File: config.mk
export PLATFORM = sky130hd
export DESIGN_NAME = adder_amba_array
export DESIGN_NICKNAME = d
export VERILOG_FILES = /design/src/rtl/adder_amba_array.sv
export SDC_FILE = /design/constraint.sdc
export NUM_CORES = 2
export LEC_CHECK = 0
export CAP_MARGIN = 5
export CORE_MARGIN = 3
export CORE_UTILIZATION = 30
export DETAILED_ROUTE_END_ITERATION = 6
export DONT_BUFFER_PORTS = 1
export PLACE_DENSITY = 0.44
export SLEW_MARGIN = 20
export SYNTH_ARGS = -nofsm -noshare
export SYNTH_HDL_FRONTEND = slang
export SYNTH_SLANG_ARGS = --single-unit
File: constraint.sdc
create_clock -name ACLK -period 4.55 [get_ports ACLK]
set_input_delay 0.91 -clock ACLK [delete_from_list [all_inputs] [get_ports ACLK]]
set_output_delay 0.91 -clock ACLK [all_outputs]
set_load 0.05 [all_outputs]
File: src/rtl/adder_amba_array.sv
// NUM_CH independent add/sub channels behind one AXI4-Lite slave port.
// Each channel sits in its own adder_amba_ch instance; the top handles the bus and register decode.

module adder_amba_ch #(
   parameter int W       = 32,
   parameter int LATENCY = 2
) (
   input  logic           clk,
   input  logic           rst,
   input  logic           start,
   input  logic           wr_a,
   input  logic           wr_b,
   input  logic           wr_op,
   input  logic [W-1:0]   wdata,
   input  logic [W/8-1:0] wstrb,
   input  logic           clr_done,
   output logic [W-1:0]   a,
   output logic [W-1:0]   b,
   output logic           op,
   output logic [W-1:0]   result,
   output logic           busy,
   output logic           done,
   output logic           carry
);
   typedef enum logic {IDLE, BUSY} state_t;

   localparam logic [3:0] LOAD = 4'(LATENCY - 1);

   state_t     state;
   logic [3:0] cnt;
   logic [W:0] sum;
   logic       fin;

   // Bit W is the add carry-out, or the borrow (a < b) for a subtract.
   assign sum  = op ? ({1'b0, a} - {1'b0, b}) : ({1'b0, a} + {1'b0, b});
   assign busy = (state == BUSY);
   assign fin  = (state == BUSY) && (cnt == 4'd0);

   // Operand writes are refused by the decoder while busy, so a/b/op hold
   // the values present at start for the whole computation.
   always_ff @(posedge clk) begin
      if (rst) begin
         state  <= IDLE;
         cnt    <= '0;
         a      <= '0;
         b      <= '0;
         op     <= 1'b0;
         result <= '0;
         carry  <= 1'b0;
         done   <= 1'b0;
      end else begin
         for (int i = 0; i < W/8; i++) begin
            if (wr_a && wstrb[i]) a[8*i +: 8] <= wdata[8*i +: 8];
            if (wr_b && wstrb[i]) b[8*i +: 8] <= wdata[8*i +: 8];
         end
         if (wr_op && wstrb[0]) op <= wdata[0];
         case (state)
            IDLE: if (start) begin
               state <= BUSY;
               cnt   <= LOAD;
            end
            BUSY: if (cnt == 4'd0) begin
               state  <= IDLE;
               result <= sum[W-1:0];
               carry  <= sum[W];
            end else begin
               cnt <= cnt - 4'd1;
            end
            default: state <= IDLE;
         endcase
         if (fin)           done <= 1'b1;
         else if (clr_done) done <= 1'b0;
      end
   end
endmodule

module adder_amba_array #(
   parameter int C_S_AXI_DATA_WIDTH = 32,
   parameter int C_S_AXI_ADDR_WIDTH = 8,
   parameter int NUM_CH             = 4,
   parameter int LATENCY            = 2
) (
   input  logic                            ACLK,
   input  logic                            ARST,
   input  logic [C_S_AXI_ADDR_WIDTH-1:0]   S_AXI_AWADDR,
   input  logic [2:0]                      S_AXI_AWPROT,
   input  logic                            S_AXI_AWVALID,
   output logic                            S_AXI_AWREADY,
   input  logic [C_S_AXI_DATA_WIDTH-1:0]   S_AXI_WDATA,
   input  logic [C_S_AXI_DATA_WIDTH/8-1:0] S_AXI_WSTRB,
   input  logic                            S_AXI_WVALID,
   output logic                            S_AXI_WREADY,
   output logic [1:0]                      S_AXI_BRESP,
   output logic                            S_AXI_BVALID,
   input  logic                            S_AXI_BREADY,
   input  logic [C_S_AXI_ADDR_WIDTH-1:0]   S_AXI_ARADDR,
   input  logic [2:0]                      S_AXI_ARPROT,
   input  logic                            S_AXI_ARVALID,
   output logic                            S_AXI_ARREADY,
   output logic [C_S_AXI_DATA_WIDTH-1:0]   S_AXI_RDATA,
   output logic [1:0]                      S_AXI_RRESP,
   output logic                            S_AXI_RVALID,
   input  logic                            S_AXI_RREADY,
   output logic [3:0]                      o_leds,
   output logic                            o_irq
);
   localparam int         DW     = C_S_AXI_DATA_WIDTH;
   localparam int         GW     = C_S_AXI_ADDR_WIDTH - 4;
   localparam logic [1:0] OKAY   = 2'b00;
   localparam logic [1:0] SLVERR = 2'b10;

   logic aw_rdy, bvalid, ar_rdy, rvalid, wr_hs, ar_hs, w_err, r_err, leds_we;
   logic [1:0]    bresp, rresp;
   logic [DW-1:0] rdata, r_data_nx, status_w;
   logic [3:0]    leds;
   logic [GW-1:0] w_grp, r_grp;
   logic [1:0]    w_sel, r_sel;

   logic [NUM_CH-1:0]         start, wr_a, wr_b, wr_op, clr_done, busy, done, carry, op;
   logic [NUM_CH-1:0][DW-1:0] a, b, result;

   logic unused;
   assign unused = &{1'b0, S_AXI_AWPROT, S_AXI_ARPROT, S_AXI_AWADDR[1:0],
                     S_AXI_ARADDR[1:0], S_AXI_WDATA, S_AXI_WSTRB};

   // Word address split: group 0 = global registers, group c+1 = channel c.
   assign w_grp = S_AXI_AWADDR[C_S_AXI_ADDR_WIDTH-1:4];
   assign w_sel = S_AXI_AWADDR[3:2];
   assign r_grp = S_AXI_ARADDR[C_S_AXI_ADDR_WIDTH-1:4];
   assign r_sel = S_AXI_ARADDR[3:2];

   assign wr_hs = aw_rdy & S_AXI_AWVALID & S_AXI_WVALID;
   assign ar_hs = ar_rdy & S_AXI_ARVALID;

   always_comb begin
      w_err    = 1'b0;
      leds_we  = 1'b0;
      start    = '0;
      wr_a     = '0;
      wr_b     = '0;
      wr_op    = '0;
      clr_done = '0;
      if (wr_hs) begin
         if (w_grp == '0) begin
            case (w_sel)
               2'd0:    if (S_AXI_WSTRB[0]) start = S_AXI_WDATA[NUM_CH-1:0];
               2'd1:    if (S_AXI_WSTRB[2]) clr_done = S_AXI_WDATA[16 +: NUM_CH];
               2'd2:    leds_we = S_AXI_WSTRB[0];
               default: w_err = 1'b1;
            endcase
         end else if (int'(w_grp) > NUM_CH) begin
            w_err = 1'b1;
         end else begin
            for (int c = 0; c < NUM_CH; c++) begin
               if (w_grp == GW'(c + 1)) begin
                  if (w_sel == 2'd3 || busy[c]) w_err = 1'b1;
                  else begin
                     wr_a[c]  = (w_sel == 2'd0);
                     wr_b[c]  = (w_sel == 2'd1);
                     wr_op[c] = (w_sel == 2'd2);
                  end
               end
            end
         end
      end
   end

   always_comb begin
      status_w                = '0;
      status_w[NUM_CH-1:0]    = busy;
      status_w[16 +: NUM_CH]  = done;
   end

   always_comb begin
      r_data_nx = '0;
      r_err     = 1'b0;
      if (r_grp == '0) begin
         case (r_sel)
            2'd1:    r_data_nx = status_w;
            2'd2:    r_data_nx = DW'(leds);
            2'd3:    r_data_nx = DW'(carry);
            default: r_data_nx = '0;
         endcase
      end else if (int'(r_grp) > NUM_CH) begin
         r_err = 1'b1;
      end else begin
         for (int c = 0; c < NUM_CH; c++) begin
            if (r_grp == GW'(c + 1)) begin
               case (r_sel)
                  2'd0:    r_data_nx = a[c];
                  2'd1:    r_data_nx = b[c];
                  2'd2:    r_data_nx = DW'(op[c]);
                  default: r_data_nx = result[c];
               endcase
            end
         end
      end
   end

   // AW and W are only taken together, and never while a B response is pending.
   always_ff @(posedge ACLK) begin
      if (ARST) begin
         aw_rdy <= 1'b0;
         bvalid <= 1'b0;
         bresp  <= OKAY;
         leds   <= '0;
      end else begin
         aw_rdy <= S_AXI_AWVALID && S_AXI_WVALID && !bvalid && !aw_rdy;
         if (wr_hs) begin
            bvalid <= 1'b1;
            bresp  <= w_err ? SLVERR : OKAY;
         end else if (bvalid && S_AXI_BREADY) begin
            bvalid <= 1'b0;
         end
         if (leds_we) leds <= S_AXI_WDATA[3:0];
      end
   end

   always_ff @(posedge ACLK) begin
      if (ARST) begin
         ar_rdy <= 1'b0;
         rvalid <= 1'b0;
         rresp  <= OKAY;
         rdata  <= '0;
      end else if (ar_hs) begin
         ar_rdy <= 1'b0;
         rvalid <= 1'b1;
         rdata  <= r_data_nx;
         rresp  <= r_err ? SLVERR : OKAY;
      end else if (rvalid && S_AXI_RREADY) begin
         ar_rdy <= 1'b1;
         rvalid <= 1'b0;
      end else if (!rvalid) begin
         ar_rdy <= 1'b1;
      end
   end

   genvar g;
   generate
      for (g = 0; g < NUM_CH; g++) begin : g_ch
         adder_amba_ch #(.W(DW), .LATENCY(LATENCY)) u_ch (
            .clk(ACLK), .rst(ARST), .start(start[g]),
            .wr_a(wr_a[g]), .wr_b(wr_b[g]), .wr_op(wr_op[g]),
            .wdata(S_AXI_WDATA), .wstrb(S_AXI_WSTRB), .clr_done(clr_done[g]),
            .a(a[g]), .b(b[g]), .op(op[g]), .result(result[g]),
            .busy(busy[g]), .done(done[g]), .carry(carry[g])
         );
      end
   endgenerate

   assign S_AXI_AWREADY = aw_rdy;
   assign S_AXI_WREADY  = aw_rdy;
   assign S_AXI_BVALID  = bvalid;
   assign S_AXI_BRESP   = bresp;
   assign S_AXI_ARREADY = ar_rdy;
   assign S_AXI_RVALID  = rvalid;
   assign S_AXI_RDATA   = rdata;
   assign S_AXI_RRESP   = rresp;
   assign o_leds        = leds;
   assign o_irq         = |done;
endmodule
==> flow_metrics.env <==
export IMPL_avgSynthCellArea_um2=7.62
export IMPL_hold_class="input port to flip-flop"
export IMPL_post_place_ws_ns=-0.0553
export IMPL_die_x_um=319
export IMPL_cts_root_buffer="clkbuf_16"
export IMPL_clk_pin_slew_worst_paths_ns=0.06
export IMPL_area_growth_pct=12.3
export IMPL_ys_seq_elements=458
export IMPL_yosys_most_used_dff="dfxtp_1"
export IMPL_first_global_vias=26100
export IMPL_grt_overflow=0
export IMPL_rsz0062_at_grt="yes"
export IMPL_leakage_uw=0.0121
export IMPL_finalHoldViolations=0
export IMPL_die_area_um2=102000
export IMPL_start_kind="flip-flop"
export IMPL_post_route_period_util_pct=95.9
export IMPL_worst_setup_path_type="flip-flop to flip-flop"
export IMPL_slew_violations=0
export IMPL_worst_pin_slew_ns=1.20
export IMPL_first_pass_iters=5
export IMPL_yosysWarnings=0
export IMPL_vias=27900
export IMPL_place_hpwl_um=82000
export IMPL_synth_seq_area_share_pct=31.2
export IMPL_antenna_cells=0
export IMPL_cts_sinks=458
export IMPL_finalSetupViolCount=0
export IMPL_ys_types=89
export IMPL_status="finished, final reports clean"
export IMPL_boundaryPins=111
export IMPL_grt_usage_pct=21.5
export IMPL_port_buffers=0
export IMPL_cp_max_fo=5
export IMPL_antenna_left=0
export IMPL_fin_worst_skew_ns=0.0344
export IMPL_layout_drive_gt1_share_pct=9.95
export IMPL_max_freq_ghz=0.229
export IMPL_h_tree_depth=2
export IMPL_vdd_drop_max_mv=0.251
export IMPL_viasPerCell=5.48
export IMPL_layout_commonest_cell="nand2_1"
export IMPL_antenna_found_initial=7
export IMPL_design_core_area_um2=96900
export IMPL_clk_insertion_delay_late_ns=0.66
export IMPL_wl_um=113000
export IMPL_drv_cap=0
export IMPL_routedWlPerCell_um=22.1
export IMPL_start_util_pct=30.3
export IMPL_numCtsBuffers=57
export IMPL_drt_iter0_drc=2204
export IMPL_maxSlewHeadroom_pct=19.8
export IMPL_utilization_pct=34.0
export IMPL_required_ns=5.08
export IMPL_grt_pass1_wl_um=169000
export IMPL_synthCells=3850
export IMPL_tritoncts="yes"
export IMPL_synth_edff_count=0
export IMPL_die_h_um=319
export IMPL_hold_buffers=0
export IMPL_std_cell_rows=114
export IMPL_final_cell_mix="534 x nand2_1, 497 x a21oi_1, 456 x dfxtp_1"
export IMPL_min_period_ns=4.36
export IMPL_end_kind="flip-flop"
export IMPL_async_reset_ff_share_pct=0
export IMPL_nets=3967
export IMPL_cts_buffer_depth=3
export IMPL_place_congestion=0.899
export IMPL_route_detailed_drc=0
export IMPL_cp_arrival_ns=4.89
export IMPL_syn_area_um2=29400
export IMPL_grt_max_degree=411
export IMPL_layout_setup_ws_ns=0.186
export IMPL_powerDensity_nw_per_um2=277
## final cells by class
type / instances / area [um^2]
Fill cell: 10300 / 63900
Multi-Input combinational cell: 3032 / 19000
Sequential cell: 458 / 9170
Tap cell: 1276 / 1600
Clock buffer: 74 / 1590
Timing Repair Buffer: 121 / 933
Clock inverter: 32 / 363
Inverter: 92 / 345
## routing by layer
layer | vias to the layer above | share of wire, % | track usage (%) | wire length [um]
met1 | 13300 | 47 | 29.8 | 52500
met4 | 2 | 2.8 | 5.94 | 3150
met2 | 669 | 44 | 33.3 | 49500
met3 | 155 | 6.6 | 4.96 | 7410
li1 | 13800 | - | - | -
met5 | - | 0.012 | 0 | 13
## sequential cells by signal, summed over array words and instances, names as in the netlist, 4 cells and up
signal	flops
S_AXI_RDATA	32
g_ch.u_ch.a	128
g_ch.u_ch.b	128
g_ch.u_ch.busy	4
g_ch.u_ch.carry	4
g_ch.u_ch.cnt	16
g_ch.u_ch.done	4
g_ch.u_ch.op	4
g_ch.u_ch.result	128
o_leds	4
## power breakdown
group / switching, uW / total (uW) / internal [uW]
clock network: 2000 / 4860 / 2860
registers: 32.0 / 4050 / 4020
logic: 147 / 234 / 87.1
total: 2180 / 9140 / 6960
## logic make-up after synthesis
group	Yosys count	synth area share, %
and+or+nand+nor	1400	21.9
AOI/OAI and AO/OA	1149	24.8
DFF	458	31.2
buffers and inverters	361	4.68
xor gates and xnor gates	190	5.67
muxes	151	5.61
adders and majority gates	140	6.07
other	1	0.0128
## per-stage QoR
step	hold slack (ns)	instances	setup TNS (ns)	area (um^2)	power, uW
2_1_floorplan	0.419	3851	0	29400	4430
3_3_place_gp	0.436	4974	-0.0434	30900	4370
3_5_place_dp	0.441	4974	-0.0553	30900	4370
4_1_cts	0.352	5081	0	32800	9250
5_1_grt	0.375	5085	-0.0414	33000	9410
6_report	0.386	5085	0	33000	9140
## worst paths after layout
path	start	to	slack (ns)	cells past startpoint
setup / recovery	g_ch[1].u_ch.b[1]	g_ch[1].u_ch.result[31]	0.19	18
hold / removal	S_AXI_AWVALID	S_AXI_AWREADY	0.39	2
setup reg to reg	g_ch[1].u_ch.b[1]	g_ch[1].u_ch.result[31]	0.19	18
hold reg to reg	g_ch[1].u_ch.result[16]	g_ch[1].u_ch.result[16]	0.45	2
## critical path, cell delays in order (launching register included)
cell      delay (ns)
dfxtp_2         0.32
inv_2           0.07
ha_4            0.13
or3b_4          0.40
nor4b_4         0.38
nor3b_2         0.23
buf_4           0.16
and2_4          0.15
nor2_2          0.04
xnor2_1         0.14
ha_1            0.33
a211oi_2        0.25
nor2_2          0.07
o41ai_2         0.31
or4b_4          0.56
nand3_4         0.10
a311oi_2        0.11
o2111a_1        0.26
o31a_1          0.23
## Yosys cell counts (35+ instances only)
| cell type | count | area [um^2] |
|---|---|---|
| clkbuf_1 | 232 | 871 |
| dfxtp_1 | 458 | 9170 |
| and3_1 | 35 | 219 |
| nor2_1 | 280 | 1050 |
| a21oi_1 | 498 | 2490 |
| nor3_1 | 77 | 385 |
| o21ai_0 | 139 | 696 |
| nand3_1 | 289 | 1450 |
| mux2i_1 | 62 | 621 |
| a21o_1 | 52 | 390 |
| a221oi_1 | 50 | 438 |
| a31oi_1 | 37 | 231 |
| a22oi_1 | 52 | 390 |
| a211oi_1 | 36 | 270 |
| mux2_2 | 87 | 980 |
| ha_1 | 136 | 1700 |
| xnor2_1 | 165 | 1450 |
| nand2_1 | 536 | 2010 |
| inv_1 | 92 | 345 |
## repair_timing
action,in CTS,in global routing
pin swaps,1,14
buffers inserted,1,3
endpoints found under the setup margin,1,19
resized for setup,0,31
Note: power is estimated with default switching activity, not from simulation.
